## config.mk

```make
export PLATFORM = sky130hd
export DESIGN_NAME = control_pipe_flat
export DESIGN_NICKNAME = d
export VERILOG_FILES = /design/src/rtl/mips_pipe_pkg.sv /design/src/rtl/control_pipe_if.sv /design/src/rtl/hazard_detect.sv /design/src/rtl/control_pipe.sv /design/src/flat_wrapper.sv
export SDC_FILE = /design/constraint.sdc
export NUM_CORES = 1
export LEC_CHECK = 0
export ABC_AREA = 1
export BUFFER_PORTS_ARGS = -buffer_cell sky130_fd_sc_hd__buf_2
export CORE_MARGIN = 5
export CORE_UTILIZATION = 45
export CTS_CLUSTER_SIZE = 40
export DETAILED_ROUTE_END_ITERATION = 6
export PLACE_DENSITY = 0.68
export SYNTH_ARGS = -nofsm -noshare
export SYNTH_HDL_FRONTEND = slang
export SYNTH_SLANG_ARGS = --single-unit
```

## constraint.sdc

```tcl
create_clock -name clk -period 1.8 [get_ports clk]
set_input_delay 0 -clock clk [delete_from_list [all_inputs] [get_ports clk]]
set_output_delay 0 -clock clk [all_outputs]
set_load 0.02 [all_outputs]
```

## src/rtl/mips_pipe_pkg.sv

```systemverilog
// Shared types and constants for the MIPS pipeline control path:
// the decoded control bundle and the ALU op-class encodings.
package mips_pipe_pkg;

  localparam int REG_ADDR_W = 5;

  localparam logic [1:0] ALUOP_MEM = 2'b00;
  localparam logic [1:0] ALUOP_BR  = 2'b01;
  localparam logic [1:0] ALUOP_R   = 2'b10;

  typedef struct packed {
    logic       reg_dst;
    logic       alu_src;
    logic       mem_to_reg;
    logic       reg_write;
    logic       mem_read;
    logic       mem_write;
    logic [1:0] alu_op;
    logic       beq;
    logic       bne;
    logic       bgtz;
  } ctrl_t;

endpackage

```

## src/rtl/control_pipe_if.sv

```systemverilog
// Decode-side bundle in, per-stage controls and front-end steering out.
// The decoder/datapath side uses master; control_pipe uses slave.
interface control_pipe_if #(
  parameter int REG_ADDR_W = 5,
  parameter int CNT_W      = 32
);
  logic                  id_reg_dst;
  logic                  id_alu_src;
  logic                  id_mem_to_reg;
  logic                  id_reg_write;
  logic                  id_mem_read;
  logic                  id_mem_write;
  logic [1:0]            id_alu_op;
  logic                  id_beq;
  logic                  id_bne;
  logic                  id_bgtz;
  logic [REG_ADDR_W-1:0] id_rs;
  logic [REG_ADDR_W-1:0] id_rt;
  logic [REG_ADDR_W-1:0] id_rd;
  logic                  ex_zero;
  logic                  ex_neg;

  logic                  ex_alu_src;
  logic [1:0]            ex_alu_op;
  logic [REG_ADDR_W-1:0] ex_rt;
  logic                  mem_mem_read;
  logic                  mem_mem_write;
  logic                  wb_reg_write;
  logic                  wb_mem_to_reg;
  logic [REG_ADDR_W-1:0] wb_dest;
  logic                  pc_write;
  logic                  ifid_write;
  logic                  ifid_flush;
  logic                  pc_src;
  logic [CNT_W-1:0]      stall_count;

  modport master (
    output id_reg_dst, id_alu_src, id_mem_to_reg, id_reg_write, id_mem_read,
           id_mem_write, id_alu_op, id_beq, id_bne, id_bgtz, id_rs, id_rt, id_rd,
           ex_zero, ex_neg,
    input  ex_alu_src, ex_alu_op, ex_rt, mem_mem_read, mem_mem_write,
           wb_reg_write, wb_mem_to_reg, wb_dest, pc_write, ifid_write,
           ifid_flush, pc_src, stall_count
  );

  modport slave (
    input  id_reg_dst, id_alu_src, id_mem_to_reg, id_reg_write, id_mem_read,
           id_mem_write, id_alu_op, id_beq, id_bne, id_bgtz, id_rs, id_rt, id_rd,
           ex_zero, ex_neg,
    output ex_alu_src, ex_alu_op, ex_rt, mem_mem_read, mem_mem_write,
           wb_reg_write, wb_mem_to_reg, wb_dest, pc_write, ifid_write,
           ifid_flush, pc_src, stall_count
  );
endinterface

```

## src/rtl/hazard_detect.sv

```systemverilog
// Branch resolution and load-use detection for the instruction in EX.
// A taken branch outranks a load-use stall: the stalled ID slot is squashed anyway.
module hazard_detect #(
  parameter int REG_ADDR_W = 5
) (
  input  logic                  i_ex_mem_read,
  input  logic                  i_ex_beq,
  input  logic                  i_ex_bne,
  input  logic                  i_ex_bgtz,
  input  logic                  i_ex_zero,
  input  logic                  i_ex_neg,
  input  logic [REG_ADDR_W-1:0] i_ex_dest,
  input  logic [REG_ADDR_W-1:0] i_id_rs,
  input  logic [REG_ADDR_W-1:0] i_id_rt,
  output logic                  o_pc_write,
  output logic                  o_ifid_write,
  output logic                  o_ifid_flush,
  output logic                  o_pc_src,
  output logic                  o_bubble,
  output logic                  o_stall
);
  logic w_taken;
  logic w_hazard;

  // taken/hazard decode and front-end steering with flush priority
  always_comb begin
    w_taken      = (i_ex_beq & i_ex_zero) | (i_ex_bne & ~i_ex_zero) |
                   (i_ex_bgtz & ~i_ex_zero & ~i_ex_neg);
    w_hazard     = i_ex_mem_read & (i_ex_dest != {REG_ADDR_W{1'b0}}) &
                   ((i_ex_dest == i_id_rs) | (i_ex_dest == i_id_rt));
    o_pc_src     = w_taken;
    o_ifid_flush = w_taken;
    o_pc_write   = 1'b1;
    o_ifid_write = 1'b1;
    o_bubble     = 1'b0;
    o_stall      = 1'b0;
    if (w_taken) begin
      o_bubble = 1'b1;
    end else if (w_hazard) begin
      o_pc_write   = 1'b0;
      o_ifid_write = 1'b0;
      o_bubble     = 1'b1;
      o_stall      = 1'b1;
    end else begin
      o_bubble = 1'b0;
    end
  end
endmodule

```

## src/rtl/control_pipe.sv

```systemverilog
// ID/EX, EX/MEM and MEM/WB control registers plus stall accounting.
// Stages never hold; stalls and flushes are realised as bubbles into ID/EX.
module control_pipe
  import mips_pipe_pkg::ctrl_t;
#(
  parameter int REG_ADDR_W = 5,
  parameter int CNT_W      = 32
) (
  input  logic          clk,
  input  logic          rst_n,
  control_pipe_if.slave bus
);
  ctrl_t                 w_id_ctrl;
  ctrl_t                 w_idex_next;
  ctrl_t                 r_idex_ctrl;
  logic [REG_ADDR_W-1:0] w_idex_rt_next;
  logic [REG_ADDR_W-1:0] w_idex_rd_next;
  logic [REG_ADDR_W-1:0] r_idex_rt;
  logic [REG_ADDR_W-1:0] r_idex_rd;
  logic [REG_ADDR_W-1:0] w_ex_dest;

  logic                  r_exmem_reg_write;
  logic                  r_exmem_mem_to_reg;
  logic                  r_exmem_mem_read;
  logic                  r_exmem_mem_write;
  logic [REG_ADDR_W-1:0] r_exmem_dest;

  logic                  r_memwb_reg_write;
  logic                  r_memwb_mem_to_reg;
  logic [REG_ADDR_W-1:0] r_memwb_dest;

  logic [CNT_W-1:0]      r_stall_count;

  logic w_pc_write, w_ifid_write, w_ifid_flush, w_pc_src, w_bubble, w_stall;

  assign w_id_ctrl = '{reg_dst:    bus.id_reg_dst,
                       alu_src:    bus.id_alu_src,
                       mem_to_reg: bus.id_mem_to_reg,
                       reg_write:  bus.id_reg_write,
                       mem_read:   bus.id_mem_read,
                       mem_write:  bus.id_mem_write,
                       alu_op:     bus.id_alu_op,
                       beq:        bus.id_beq,
                       bne:        bus.id_bne,
                       bgtz:       bus.id_bgtz};

  assign w_ex_dest = r_idex_ctrl.reg_dst ? r_idex_rd : r_idex_rt;

  // a bubble is a full nop, register fields included, so it never aliases a real dest
  always_comb begin
    w_idex_next    = w_id_ctrl;
    w_idex_rt_next = bus.id_rt;
    w_idex_rd_next = bus.id_rd;
    if (w_bubble) begin
      w_idex_next    = '0;
      w_idex_rt_next = {REG_ADDR_W{1'b0}};
      w_idex_rd_next = {REG_ADDR_W{1'b0}};
    end else begin
      w_idex_next    = w_id_ctrl;
    end
  end

  hazard_detect #(.REG_ADDR_W(REG_ADDR_W)) u_hazard_detect (
    .i_ex_mem_read (r_idex_ctrl.mem_read),
    .i_ex_beq      (r_idex_ctrl.beq),
    .i_ex_bne      (r_idex_ctrl.bne),
    .i_ex_bgtz     (r_idex_ctrl.bgtz),
    .i_ex_zero     (bus.ex_zero),
    .i_ex_neg      (bus.ex_neg),
    .i_ex_dest     (w_ex_dest),
    .i_id_rs       (bus.id_rs),
    .i_id_rt       (bus.id_rt),
    .o_pc_write    (w_pc_write),
    .o_ifid_write  (w_ifid_write),
    .o_ifid_flush  (w_ifid_flush),
    .o_pc_src      (w_pc_src),
    .o_bubble      (w_bubble),
    .o_stall       (w_stall)
  );

  // pipeline stage registers and stall counter; writes to $0 are dropped entering MEM
  always_ff @(posedge clk) begin
    if (!rst_n) begin
      r_idex_ctrl        <= '0;
      r_idex_rt          <= {REG_ADDR_W{1'b0}};
      r_idex_rd          <= {REG_ADDR_W{1'b0}};
      r_exmem_reg_write  <= 1'b0;
      r_exmem_mem_to_reg <= 1'b0;
      r_exmem_mem_read   <= 1'b0;
      r_exmem_mem_write  <= 1'b0;
      r_exmem_dest       <= {REG_ADDR_W{1'b0}};
      r_memwb_reg_write  <= 1'b0;
      r_memwb_mem_to_reg <= 1'b0;
      r_memwb_dest       <= {REG_ADDR_W{1'b0}};
      r_stall_count      <= {CNT_W{1'b0}};
    end else begin
      r_idex_ctrl        <= w_idex_next;
      r_idex_rt          <= w_idex_rt_next;
      r_idex_rd          <= w_idex_rd_next;
      r_exmem_reg_write  <= r_idex_ctrl.reg_write & (w_ex_dest != {REG_ADDR_W{1'b0}});
      r_exmem_mem_to_reg <= r_idex_ctrl.mem_to_reg;
      r_exmem_mem_read   <= r_idex_ctrl.mem_read;
      r_exmem_mem_write  <= r_idex_ctrl.mem_write;
      r_exmem_dest       <= w_ex_dest;
      r_memwb_reg_write  <= r_exmem_reg_write;
      r_memwb_mem_to_reg <= r_exmem_mem_to_reg;
      r_memwb_dest       <= r_exmem_dest;
      if (w_stall) begin
        r_stall_count <= r_stall_count + {{(CNT_W-1){1'b0}}, 1'b1};
      end else begin
        r_stall_count <= r_stall_count;
      end
    end
  end

  assign bus.ex_alu_src    = r_idex_ctrl.alu_src;
  assign bus.ex_alu_op     = r_idex_ctrl.alu_op;
  assign bus.ex_rt         = r_idex_rt;
  assign bus.mem_mem_read  = r_exmem_mem_read;
  assign bus.mem_mem_write = r_exmem_mem_write;
  assign bus.wb_reg_write  = r_memwb_reg_write;
  assign bus.wb_mem_to_reg = r_memwb_mem_to_reg;
  assign bus.wb_dest       = r_memwb_dest;
  assign bus.pc_write      = w_pc_write;
  assign bus.ifid_write    = w_ifid_write;
  assign bus.ifid_flush    = w_ifid_flush;
  assign bus.pc_src        = w_pc_src;
  assign bus.stall_count   = r_stall_count;
endmodule

```

## src/flat_wrapper.sv

```systemverilog
// flat-port wrapper written by rule: the top's interface ports become plain ports
module control_pipe_flat import mips_pipe_pkg::ctrl_t;
#(
  parameter int REG_ADDR_W = 5,
  parameter int CNT_W      = 32
)
  (clk, rst_n, bus_id_reg_dst, bus_id_alu_src, bus_id_mem_to_reg, bus_id_reg_write, bus_id_mem_read, bus_id_mem_write, bus_id_alu_op, bus_id_beq, bus_id_bne, bus_id_bgtz, bus_id_rs, bus_id_rt, bus_id_rd, bus_ex_zero, bus_ex_neg, bus_ex_alu_src, bus_ex_alu_op, bus_ex_rt, bus_mem_mem_read, bus_mem_mem_write, bus_wb_reg_write, bus_wb_mem_to_reg, bus_wb_dest, bus_pc_write, bus_ifid_write, bus_ifid_flush, bus_pc_src, bus_stall_count);
  control_pipe_if #(.REG_ADDR_W(REG_ADDR_W), .CNT_W(CNT_W)) bus_i ();
  input  logic clk;
  input  logic rst_n;
  input wire logic [$bits(bus_i.id_reg_dst)-1:0] bus_id_reg_dst;
  input wire logic [$bits(bus_i.id_alu_src)-1:0] bus_id_alu_src;
  input wire logic [$bits(bus_i.id_mem_to_reg)-1:0] bus_id_mem_to_reg;
  input wire logic [$bits(bus_i.id_reg_write)-1:0] bus_id_reg_write;
  input wire logic [$bits(bus_i.id_mem_read)-1:0] bus_id_mem_read;
  input wire logic [$bits(bus_i.id_mem_write)-1:0] bus_id_mem_write;
  input wire logic [$bits(bus_i.id_alu_op)-1:0] bus_id_alu_op;
  input wire logic [$bits(bus_i.id_beq)-1:0] bus_id_beq;
  input wire logic [$bits(bus_i.id_bne)-1:0] bus_id_bne;
  input wire logic [$bits(bus_i.id_bgtz)-1:0] bus_id_bgtz;
  input wire logic [$bits(bus_i.id_rs)-1:0] bus_id_rs;
  input wire logic [$bits(bus_i.id_rt)-1:0] bus_id_rt;
  input wire logic [$bits(bus_i.id_rd)-1:0] bus_id_rd;
  input wire logic [$bits(bus_i.ex_zero)-1:0] bus_ex_zero;
  input wire logic [$bits(bus_i.ex_neg)-1:0] bus_ex_neg;
  output wire logic [$bits(bus_i.ex_alu_src)-1:0] bus_ex_alu_src;
  output wire logic [$bits(bus_i.ex_alu_op)-1:0] bus_ex_alu_op;
  output wire logic [$bits(bus_i.ex_rt)-1:0] bus_ex_rt;
  output wire logic [$bits(bus_i.mem_mem_read)-1:0] bus_mem_mem_read;
  output wire logic [$bits(bus_i.mem_mem_write)-1:0] bus_mem_mem_write;
  output wire logic [$bits(bus_i.wb_reg_write)-1:0] bus_wb_reg_write;
  output wire logic [$bits(bus_i.wb_mem_to_reg)-1:0] bus_wb_mem_to_reg;
  output wire logic [$bits(bus_i.wb_dest)-1:0] bus_wb_dest;
  output wire logic [$bits(bus_i.pc_write)-1:0] bus_pc_write;
  output wire logic [$bits(bus_i.ifid_write)-1:0] bus_ifid_write;
  output wire logic [$bits(bus_i.ifid_flush)-1:0] bus_ifid_flush;
  output wire logic [$bits(bus_i.pc_src)-1:0] bus_pc_src;
  output wire logic [$bits(bus_i.stall_count)-1:0] bus_stall_count;
  assign bus_i.id_reg_dst = bus_id_reg_dst;
  assign bus_i.id_alu_src = bus_id_alu_src;
  assign bus_i.id_mem_to_reg = bus_id_mem_to_reg;
  assign bus_i.id_reg_write = bus_id_reg_write;
  assign bus_i.id_mem_read = bus_id_mem_read;
  assign bus_i.id_mem_write = bus_id_mem_write;
  assign bus_i.id_alu_op = bus_id_alu_op;
  assign bus_i.id_beq = bus_id_beq;
  assign bus_i.id_bne = bus_id_bne;
  assign bus_i.id_bgtz = bus_id_bgtz;
  assign bus_i.id_rs = bus_id_rs;
  assign bus_i.id_rt = bus_id_rt;
  assign bus_i.id_rd = bus_id_rd;
  assign bus_i.ex_zero = bus_ex_zero;
  assign bus_i.ex_neg = bus_ex_neg;
  assign bus_ex_alu_src = bus_i.ex_alu_src;
  assign bus_ex_alu_op = bus_i.ex_alu_op;
  assign bus_ex_rt = bus_i.ex_rt;
  assign bus_mem_mem_read = bus_i.mem_mem_read;
  assign bus_mem_mem_write = bus_i.mem_mem_write;
  assign bus_wb_reg_write = bus_i.wb_reg_write;
  assign bus_wb_mem_to_reg = bus_i.wb_mem_to_reg;
  assign bus_wb_dest = bus_i.wb_dest;
  assign bus_pc_write = bus_i.pc_write;
  assign bus_ifid_write = bus_i.ifid_write;
  assign bus_ifid_flush = bus_i.ifid_flush;
  assign bus_pc_src = bus_i.pc_src;
  assign bus_stall_count = bus_i.stall_count;
  control_pipe #(.REG_ADDR_W(REG_ADDR_W), .CNT_W(CNT_W)) u_core (.clk(clk), .rst_n(rst_n), .bus(bus_i));
endmodule
```

==> results of run 1 <==
## layout make-up
type / count / area (sq um)
multi-input cells: 373 / 1890
inverters: 97 / 372
repair buffers: 127 / 858
clock inverters: 7 / 98.8
clock buffers: 9 / 124
fillers: 710 / 2940
flip-flops and latches: 69 / 1390
well taps: 102 / 128
## where the power goes
| part | internal (uW) | leakage (uW) | switching [uW] |
|---|---|---|---|
| clock | 787 | 0.000110 | 634 |
| sequential | 1570 | 0.000565 | 24.0 |
| combinational | 177 | 0.00170 | 273 |
| total | 2530 | 0.00237 | 931 |
## stage by stage
stage / TNS (ns) / std cells
detailed placement: -3.11 / 735
global placement: -0.0248 / 735
floorplan: 0 / 562
CTS: 0 / 776
global route: -0.313 / 784
finish: 0 / 784
## synth_stat cells, types with 2 or more instances
cell type,instances,share of area [%]
nand2_2,5,0.86
nand2_1,162,17
buf_4,6,1.2
inv_2,2,0.21
inv_1,94,9.7
buf_6,8,2.5
buf_1,2,0.21
nor2_1,94,9.7
dfxtp_1,69,38
clkbuf_1,3,0.31
nand3b_1,4,0.83
a21oi_1,18,2.5
xor2_1,13,3.1
buf_2,5,0.69
nor3_1,2,0.28
o21ai_0,2,0.28
nand4_1,34,5.9
nand3_2,2,0.55
nand3_1,29,4.0
## routing by layer
layer	global-route usage, %	wire length, microns
met5	0	0
met3	4.24	811
met4	6.62	159
met2	32.9	4900
met1	24.6	4110
## cells by family after synthesis
kind of cell               Yosys count  synth area share, %
DFF                                 69                 38.1
and+or+nand+nor                    337                 40.4
adders and majority gates            1                0.345
buffers and inverters              121                 15.0
xor gates and xnor gates            14                 3.38
AOI/OAI and AO/OA                   20                 2.76
## critical path: stages, from the launching register on
cell	delay [ns]
dfxtp_4	0.42
buf_6	0.16
nand2_4	0.05
nand3_1	0.07
nand2_1	0.07
nor2_1	0.11
nand3_2	0.10
nand2_4	0.11
nand3_4	0.15
buf_6	0.18
## what timing repair did
action / CTS / global route
hold endpoints to repair: 21 / 0
setup endpoints to repair: 55 / 37
gates resized for setup: 14 / 53
pin swaps: 5 / 26
hold buffers: 21 / 0
gates cloned: 1 / 1
buffers inserted: 3 / 7
## how the worst max path moves through the flow
stage / startpoint / endpoint / slack [ns] / depth (start not counted)
floorplan: u_core.bus.stall_count[1] / u_core.bus.stall_count[22] / 0.09 / 9
global placement: u_core.r_idex_ctrl[10] / u_core.bus.stall_count[0] / -0.006 / 11
detailed placement: u_core.r_idex_ctrl[10] / u_core.bus.ex_alu_src / -0.13 / 10
CTS: u_core.r_idex_ctrl[10] / bus_pc_write / 0.0002 / 10
global route: u_core.r_idex_ctrl[10] / bus_pc_write / -0.06 / 9
finish: u_core.r_idex_ctrl[10] / bus_pc_write / 0.02 / 9
==> out/summary.txt, run 1 <==
Status = completed
Worst-path clk slew = 0.08 ns
Number of vias per cell = 4.84
Number of synthesized flops with an enable pin = 0
Critical path required time = 1.80 ns
Pre-CTS WS = -0.135 ns
Worst Min Path Start = rst_n
GRT Residual Overflow = 0
Vias in the first global route = 3489
Initial antenna violation count = 0
Synthesized net count = 593
Crit. End Element = output pin
Commonest non-fill, non-tap cell in the layout = nand2_1
Crit path DAT = 1.78 ns
Slew @ Worst Pin = 0.762 ns
Hold WS = 0.0195 ns
Initial Utilization = 46.5%
Die Area = 9960 sq um
Worst R2R Start = u_core.r_idex_ctrl[10]
Gr usage total = 19.5%
Die Y = 99.8 microns
FF-to-FF path depth = 11
Final antenna-violating net count = 0
First-pass detailed-route iteration total = 4
Crit share post-route = 98.8%
Row cnt = 32
Antenna diodes = 0
Post-synth cell types = 27
Final setup fails = 0
Global-route wire length before repair = 15900 microns
R2r endpoint = u_core.bus.stall_count[26]
Nets = 708
Pwr dens = 712 nW/um^2
Hold Crit Endpoint = u_core.bus.wb_dest[1]
CTS HTree Levels = 3
Core ar. = 7810 sq um
Fraction of layout cells with a size suffix above 1 = 26.4%
Min Tclk post-route = 1.78 ns
Fin. Hold Viols = 0
Placed cell area = 4100 sq um
RSZ-0062 raised after global routing = true
Mapped Cells = 562
Lkg Pwr = 0.00237 uW
Total CTS buffers = 9
Max Slew Vio Count = 0
Top Ports = 83
Sequential fraction of the synthesis area = 38.1%
Largest net degree at the start of global routing = 43
DR WL/cell = 12.7 microns
Hold crit path type = in -> reg
Worst setup margin = 0.0220 ns
Crit-path max FO = 7
Clock skew = 0.0101 ns
Drt initial violations = 209
Max reg flops = 32
TritonCTS sink count = 69
Post-synth ARST share = 0%
IO Port Bufs = 82
Final design utilization = 62.3%
Relative max-transition margin = 49.2%
Die width = 99.8 microns
Kind of critical path = reg -> out
Yosys warnings = 0
Clk buf depth = 2
Yosys reg bits = 69
Layout area overhead = 34.1%
Finished Cell Area = 4860 sq um
R2R setup slack = 0.07 ns
Maximum vdd drop = 0.000554 V
CTS tree = yes
Clock latency on the worst-skew pair = 0.35 ns
Max Clk Rate = 0.562 GHz
Drt total wl = 9970 microns
Startpoint types = register
Synth Flop Type = dfxtp_1
Final HPWL DP = 6620 microns
Post-Syn Area = 3630 sq um
DRC = 0
Hold path cells = 3
Syn_area_per_cell = 6.46 sq um
Via Count = 3795
Design Power = 3460 uW
CTS root buf = clkbuf_8
Routability Congestion = 0.919
Max cap viols = 0
Most frequent cells in the layout = 142 x nand2_1, 94 x inv_1, 88 x nor2_1, 80 x buf_2, 63 x dfxtp_1
Power figures use the tool's default switching activity.
==> inputs of run 2 (changes only) <==
--- a/config.mk
+++ b/config.mk
@@ -7,11 +7,12 @@
 export LEC_CHECK = 0
 export ABC_AREA = 1
 export BUFFER_PORTS_ARGS = -buffer_cell sky130_fd_sc_hd__buf_2
-export CORE_MARGIN = 5
+export CORE_MARGIN = 4
 export CORE_UTILIZATION = 45
 export CTS_CLUSTER_SIZE = 40
 export DETAILED_ROUTE_END_ITERATION = 6
 export PLACE_DENSITY = 0.68
+export REMOVE_ABC_BUFFERS = 1
 export SYNTH_ARGS = -nofsm -noshare
 export SYNTH_HDL_FRONTEND = slang
 export SYNTH_SLANG_ARGS = --single-unit
==> out/summary.txt, run 2 (same netlist as run 1, synthesis figures left out) <==
Hold WS = 0.154 ns (+0.134 ns)
Kind of critical path = reg -> out
Hold crit path type = in -> reg
Gr usage total = 20.0% (+0.56 points)
Setup TNS = 0 ns (unchanged)
DR WL/cell = 12.8 microns (+0.77%)
Drt total wl = 10100 microns (+1.5%)
TritonCTS sink count = 69 (unchanged)
Final setup fails = 0 (unchanged)
Max Clk Rate = 0.557 GHz (-0.89%)
Relative max-transition margin = 48.8% (-0.33 points)
First-pass detailed-route iteration total = 4 (unchanged)
Placed cell area = 4190 sq um (+2.1%)
Pwr dens = 677 nW/um^2 (-4.9%)
Worst Min Path Start = rst_n
CTS tree = yes
Lkg Pwr = 0.00239 uW (+0.59%)
Min Tclk post-route = 1.79 ns (+0.0159 ns)
Routability Congestion = 0.923 (+0.37%)
Critical path required time = 1.80 ns (about the same)
CTS HTree Levels = 3 (unchanged)
Fin. Hold Viols = 0 (unchanged)
Max reg flops = 32 (unchanged)
Clk buf depth = 2 (unchanged)
Max Slew Vio Count = 0 (unchanged)
Worst R2R Start = u_core.r_idex_ctrl[10]
Clock latency on the worst-skew pair = 0.34 ns (about the same)
Startpoint types = register
Clock skew = 0.0122 ns (+0.00202 ns)
Total CTS buffers = 9 (unchanged)
Finished Cell Area = 4910 sq um (+1.0%)
Antenna diodes = 0 (unchanged)
Slew @ Worst Pin = 0.767 ns (+0.00502 ns)
Die width = 97.8 microns (-2.0%)
Slowest stage delay, CP = 0.38 ns (-0.04 ns)
IO Port Bufs = 82 (unchanged)
Crit share post-route = 99.7% (+0.89 points)
Initial Utilization = 46.7% (+0.24 points)
Post-route insts no fill = 790 (+0.77%)
Crit-path max FO = 5 (-2)
Commonest non-fill, non-tap cell in the layout = nand2_1
Crit path from = u_core.r_idex_ctrl[10]
Row cnt = 32 (unchanged)
Die Y = 97.8 microns (-2.0%)
CTS root buf = clkbuf_8
Design Power = 3330 uW (-3.9%)
Worst-path clk slew = 0.07 ns (about the same)
Post-placement cell count = 740 (+0.68%)
Initial antenna violation count = 0 (unchanged)
Fraction of layout cells with a size suffix above 1 = 26.0% (-0.38 points)
DRC = 0 (unchanged)
Die Area = 9560 sq um (-4.0%)
Crit-path cells = buf_6 -> nand2_4 -> nand3_2 -> nand2_1 -> nand2_1 -> nor2_1 -> nand2_1 -> nand2_4 -> nand3_4 -> buf_6
Vias in the first global route = 3566 (+2.2%)
GRT Residual Overflow = 0 (unchanged)
Max cap viols = 0 (unchanged)
Final HPWL DP = 6470 microns (-2.2%)
Largest net degree at the start of global routing = 28 (-35%)
Top Ports = 83 (unchanged)
Most frequent CP cell = nand2_1
Final antenna-violating net count = 0 (unchanged)
Maximum vdd drop = 0.000645 V (+16%)
Number of vias per cell = 4.86 (+0.31%)
Via Count = 3836 (+1.1%)
RSZ-0062 raised after global routing = true
Nets = 714 (+0.85%)
Worst path slowest cell = dfxtp_4
Layout area overhead = 35.4%
Crit. End Element = output pin
Status = completed
Most frequent cells in the layout = 150 x nand2_1, 94 x inv_1, 85 x nor2_1, 80 x buf_2, 61 x dfxtp_1
Global-route wire length before repair = 15800 microns (-0.69%)
Crit path DAT = 1.79 ns (about the same)
Drt initial violations = 194 (-7.2%)
Core ar. = 7770 sq um (-0.51%)
run 2: cell count changes in the layout (fill, tap and decap cells not counted), moves of 2 or more:
cell,before,now
a21oi_2,4,1
nand2_4,8,4
buf_12,1,6
nand2_1,142,150
a21oi_1,14,17
nor2_1,88,85
nor2_2,6,8
dfxtp_1,63,61
nand2_2,18,14
run 2: critical path: cells and delay by family, from the launching register on:
| kind | cells | cell delay [ns] |
|---|---|---|
| simple gates | 8 | 0.76 |
| flops | 1 | 0.38 |
| buf+inv | 2 | 0.30 |
run 2: cell type report:
class	count	area, sq um
Sequential cell	69	1400
Fill cell	702	2850
Tap cell	102	128
Clock buffer	10	128
Clock inverter	6	63.8
Timing Repair Buffer	132	958
Inverter	97	369
Multi-Input combinational cell	374	1870
run 2: final timing paths:
| check | to | slack (ns) | cells after the start |
|---|---|---|---|
| worst min register to register | u_core.bus.wb_mem_to_reg | 0.42 | 2 |
| worst max-delay path | bus_ifid_write | 0.006 | 10 |
| worst min-delay path | u_core.bus.wb_dest[3] | 0.15 | 4 |
| worst max register to register | u_core.bus.stall_count[25] | 0.05 | 12 |
run 2: power breakdown:
| part | switching, uW | total (uW) | internal (uW) |
|---|---|---|---|
| sequential | 22.5 | 1590 | 1570 |
| clock | 623 | 1260 | 638 |
| combinational | 277 | 478 | 201 |
run 2: metrics by stage:
| stage | worst slack, ns | utilization, % |
|---|---|---|
| finish | 0.00610 | 63.3 |
| global route | -0.0732 | 63.3 |
| CTS | 0.00195 | 59.6 |
| detailed placement | -0.0687 | 53.9 |
| global placement | -0.0189 | 53.9 |
| floorplan | -0.283 | - |
run 2: routing by layer:
metal	vias to the layer above	routed length, microns	track usage, %
li1	1958	-	-
met1	1737	4080	22.9
met2	126	5050	34.5
met3	15	796	5.43
met4	0	197	9.80
met5	-	0	0
run 2: what timing repair did:
| item | CTS | global route |
|---|---|---|
| buffers inserted | 4 | 6 |
| cloned | 1 | 2 |
| setup endpoints to repair | 22 | 34 |
| hold buffers | 21 | 0 |
| pin swaps | 2 | 24 |
| endpoints found under the hold margin | 21 | 0 |
| gates resized for setup | 3 | 57 |
==> inputs of run 3 (changes only) <==
--- a/config.mk
+++ b/config.mk
@@ -11,7 +11,7 @@
 export CORE_UTILIZATION = 45
 export CTS_CLUSTER_SIZE = 40
 export DETAILED_ROUTE_END_ITERATION = 6
-export PLACE_DENSITY = 0.68
+export PLACE_DENSITY = 0.78
 export REMOVE_ABC_BUFFERS = 1
 export SYNTH_ARGS = -nofsm -noshare
 export SYNTH_HDL_FRONTEND = slang
==> out/summary.txt, run 3 (same netlist as run 1, synthesis figures left out) <==
Max reg flops = 32 (unchanged)
Vias in the first global route = 3614 (+1.3%)
Min Tclk post-route = 1.82 ns (+0.0304 ns)
DR WL/cell = 13.6 microns (+5.8%)
Lkg Pwr = 0.00242 uW (+1.3%)
Top Ports = 83 (unchanged)
Internal Pwr Total = 2650 uW (+10%)
Sw frac = 26.3% (-1.4 points)
CTS tree = yes
TritonCTS sink count = 69 (unchanged)
Gr usage total = 20.5% (+0.49 points)
CTS root buf = clkbuf_8
Kind of critical path = reg -> out
DRC = 0 (unchanged)
Final antenna-violating net count = 0 (unchanged)
Drt initial violations = 276 (+42%)
Clock skew = 0.00670 ns (-0.00546 ns)
Placed cell area = 4170 sq um (-0.36%)
Final setup fails = 3 (+3)
Drt total wl = 10700 microns (+5.6%)
Critical path required time = 1.80 ns (about the same)
RSZ-0062 raised after global routing = true
Fraction of layout cells with a size suffix above 1 = 25.2% (-0.80 points)
Number of vias per cell = 4.95 (+1.9%)
Crit share post-route = 101% (+1.7 points)
FF-to-FF path depth = 13 (+1)
Startpoint types = register
P_sw = 945 uW (+2.5%)
Crit path DAT = 1.82 ns (+0.03 ns)
Crit-path max FO = 6 (+1)
Commonest non-fill, non-tap cell in the layout = nand2_1
Hold crit path type = in -> reg
Via Count = 3899 (+1.6%)
CTS HTree Levels = 3 (unchanged)
Slew @ Worst Pin = 0.726 ns (-0.0402 ns)
Hold path cells = 4 (unchanged)
First-pass detailed-route iteration total = 5 (+1)
GRT Residual Overflow = 0 (unchanged)
Worst-path clk slew = 0.08 ns (about the same)
Max cap viols = 0 (unchanged)
Clock share of power = 41.5% (+3.6 points)
Core ar. = 7770 sq um (unchanged)
Fillers = 709 (+1.0%)
Clk buf depth = 2 (unchanged)
Layout area overhead = 37.1%
R2R setup slack = -0.01 ns (-0.06 ns)
Register share of total power = 44.3% (-3.4 points)
Pwr dens = 722 nW/um^2 (+6.6%)
Crit. End Element = output pin
Clock latency on the worst-skew pair = 0.35 ns (about the same)
Pre-CTS WS = -0.114 ns (-0.0454 ns)
Multi-input logic area = 1850 sq um (-1.1%)
Final HPWL DP = 6530 microns (+1.0%)
Finished Cell Area = 4970 sq um (+1.2%)
Fin. Hold Viols = 0 (unchanged)
Initial Utilization = 46.7% (unchanged)
Max Slew Vio Count = 0 (unchanged)
Die Area = 9560 sq um (unchanged)
Worst setup margin = -0.0243 ns (-0.0304 ns)
Die Y = 97.8 microns (unchanged)
Failing checks = setup timing
Comb pwr share = 14.2% (-0.2 points)
Max Clk Rate = 0.548 GHz (-1.7%)
Relative max-transition margin = 51.5% (+2.7 points)
Die width = 97.8 microns (unchanged)
Maximum vdd drop = 0.000497 V (-23%)
Antenna diodes = 0 (unchanged)
Routability Congestion = 0.917 (-0.60%)
Nets = 712 (-0.28%)
Most frequent cells in the layout = 150 x nand2_1, 94 x inv_1, 85 x nor2_1, 80 x buf_2, 62 x dfxtp_1
Global-route wire length before repair = 16400 microns (+3.5%)
Largest net degree at the start of global routing = 28 (unchanged)
IO Port Bufs = 82 (unchanged)
Status = finished, violations left
Row cnt = 32 (unchanged)
Initial antenna violation count = 0 (unchanged)
Register area = 1390 sq um (-0.45%)
Total CTS buffers = 9 (unchanged)
[run 3: cell types whose count changed in the layout (fill, tap and decap cells not counted), moves of 2 or more]
| cell | before | now |
|---|---|---|
| clkinvlp_4 | 2 | 0 |
| nand3_1 | 24 | 26 |
| clkbuf_16 | 1 | 4 |
| dfxtp_4 | 3 | 1 |
| clkbuf_8 | 9 | 11 |
| buf_4 | 18 | 13 |
| nand3_2 | 6 | 4 |
[run 3: path summary, 6_finish.rpt]
kind | start | to
setup / recovery | u_core.r_idex_ctrl[10] | bus_ifid_write
hold / removal | rst_n | u_core.bus.stall_count[29]
setup reg to reg | u_core.r_idex_ctrl[10] | u_core.r_idex_rd[4]
hold reg to reg | u_core.r_idex_ctrl[8] | u_core.r_exmem_mem_to_reg
[run 3: power by group through the flow]
| stage | combinational, uW | clock (uW) | sequential [uW] |
|---|---|---|---|
| finish | 510 | 1490 | 1590 |
| global route | 556 | 1570 | 1590 |
| CTS | 400 | 1500 | 1590 |
| detailed placement | 356 | 0 | 1620 |
| global placement | 348 | 0 | 1620 |
| floorplan | 174 | 0 | 1640 |
[run 3: final cells by class]
type | count | area share (%)
Multi-Input combinational cell | 374 | 37.2
Sequential cell | 69 | 28.0
Timing Repair Buffer | 130 | 20.1
Inverter | 97 | 7.47
Clock buffer | 11 | 3.04
Tap cell | 102 | 2.57
Clock inverter | 5 | 1.66
[run 3: critical path: stages (launching register included)]
cell,delay [ns]
dfxtp_4,0.39
buf_6,0.14
nand2_4,0.07
nand2_2,0.05
nand2_1,0.06
nand2_1,0.07
nor2_2,0.16
nand3_2,0.11
nand2_4,0.13
nand3_4,0.13
buf_6,0.16
[run 3: per-layer routing]
layer	share of wire, %	up-vias	global-route usage (%)
met2	52	152	37.0
met4	2.0	0	5.64
li1	-	1955	-
met1	40	1769	24.0
met5	0	-	0
met3	6.8	23	5.43
[run 3: repair_timing]
item                       in CTS  in global routing
hold endpoints to repair       21                  0
hold buffers                   21                  0
pin swaps                       2                 16
cloned                          1                  6
setup endpoints to repair      22                 53
buffers inserted                2                  4
gates resized for setup         2                 54
[run 3: per-stage QoR]
stage               hold WS (ns)  utilization [%]  power [uW]  instances  TNS [ns]
finish                     0.143             64.0        3590        788   -0.0535
global route               0.166             64.0        3720        788     -4.91
CTS                        0.140             59.8        3490        778         0
detailed placement         0.220             53.7        1980        738     -1.73
global placement           0.213             53.7        1970        738    -0.485
floorplan                 0.0935                -        1820        538     -8.51
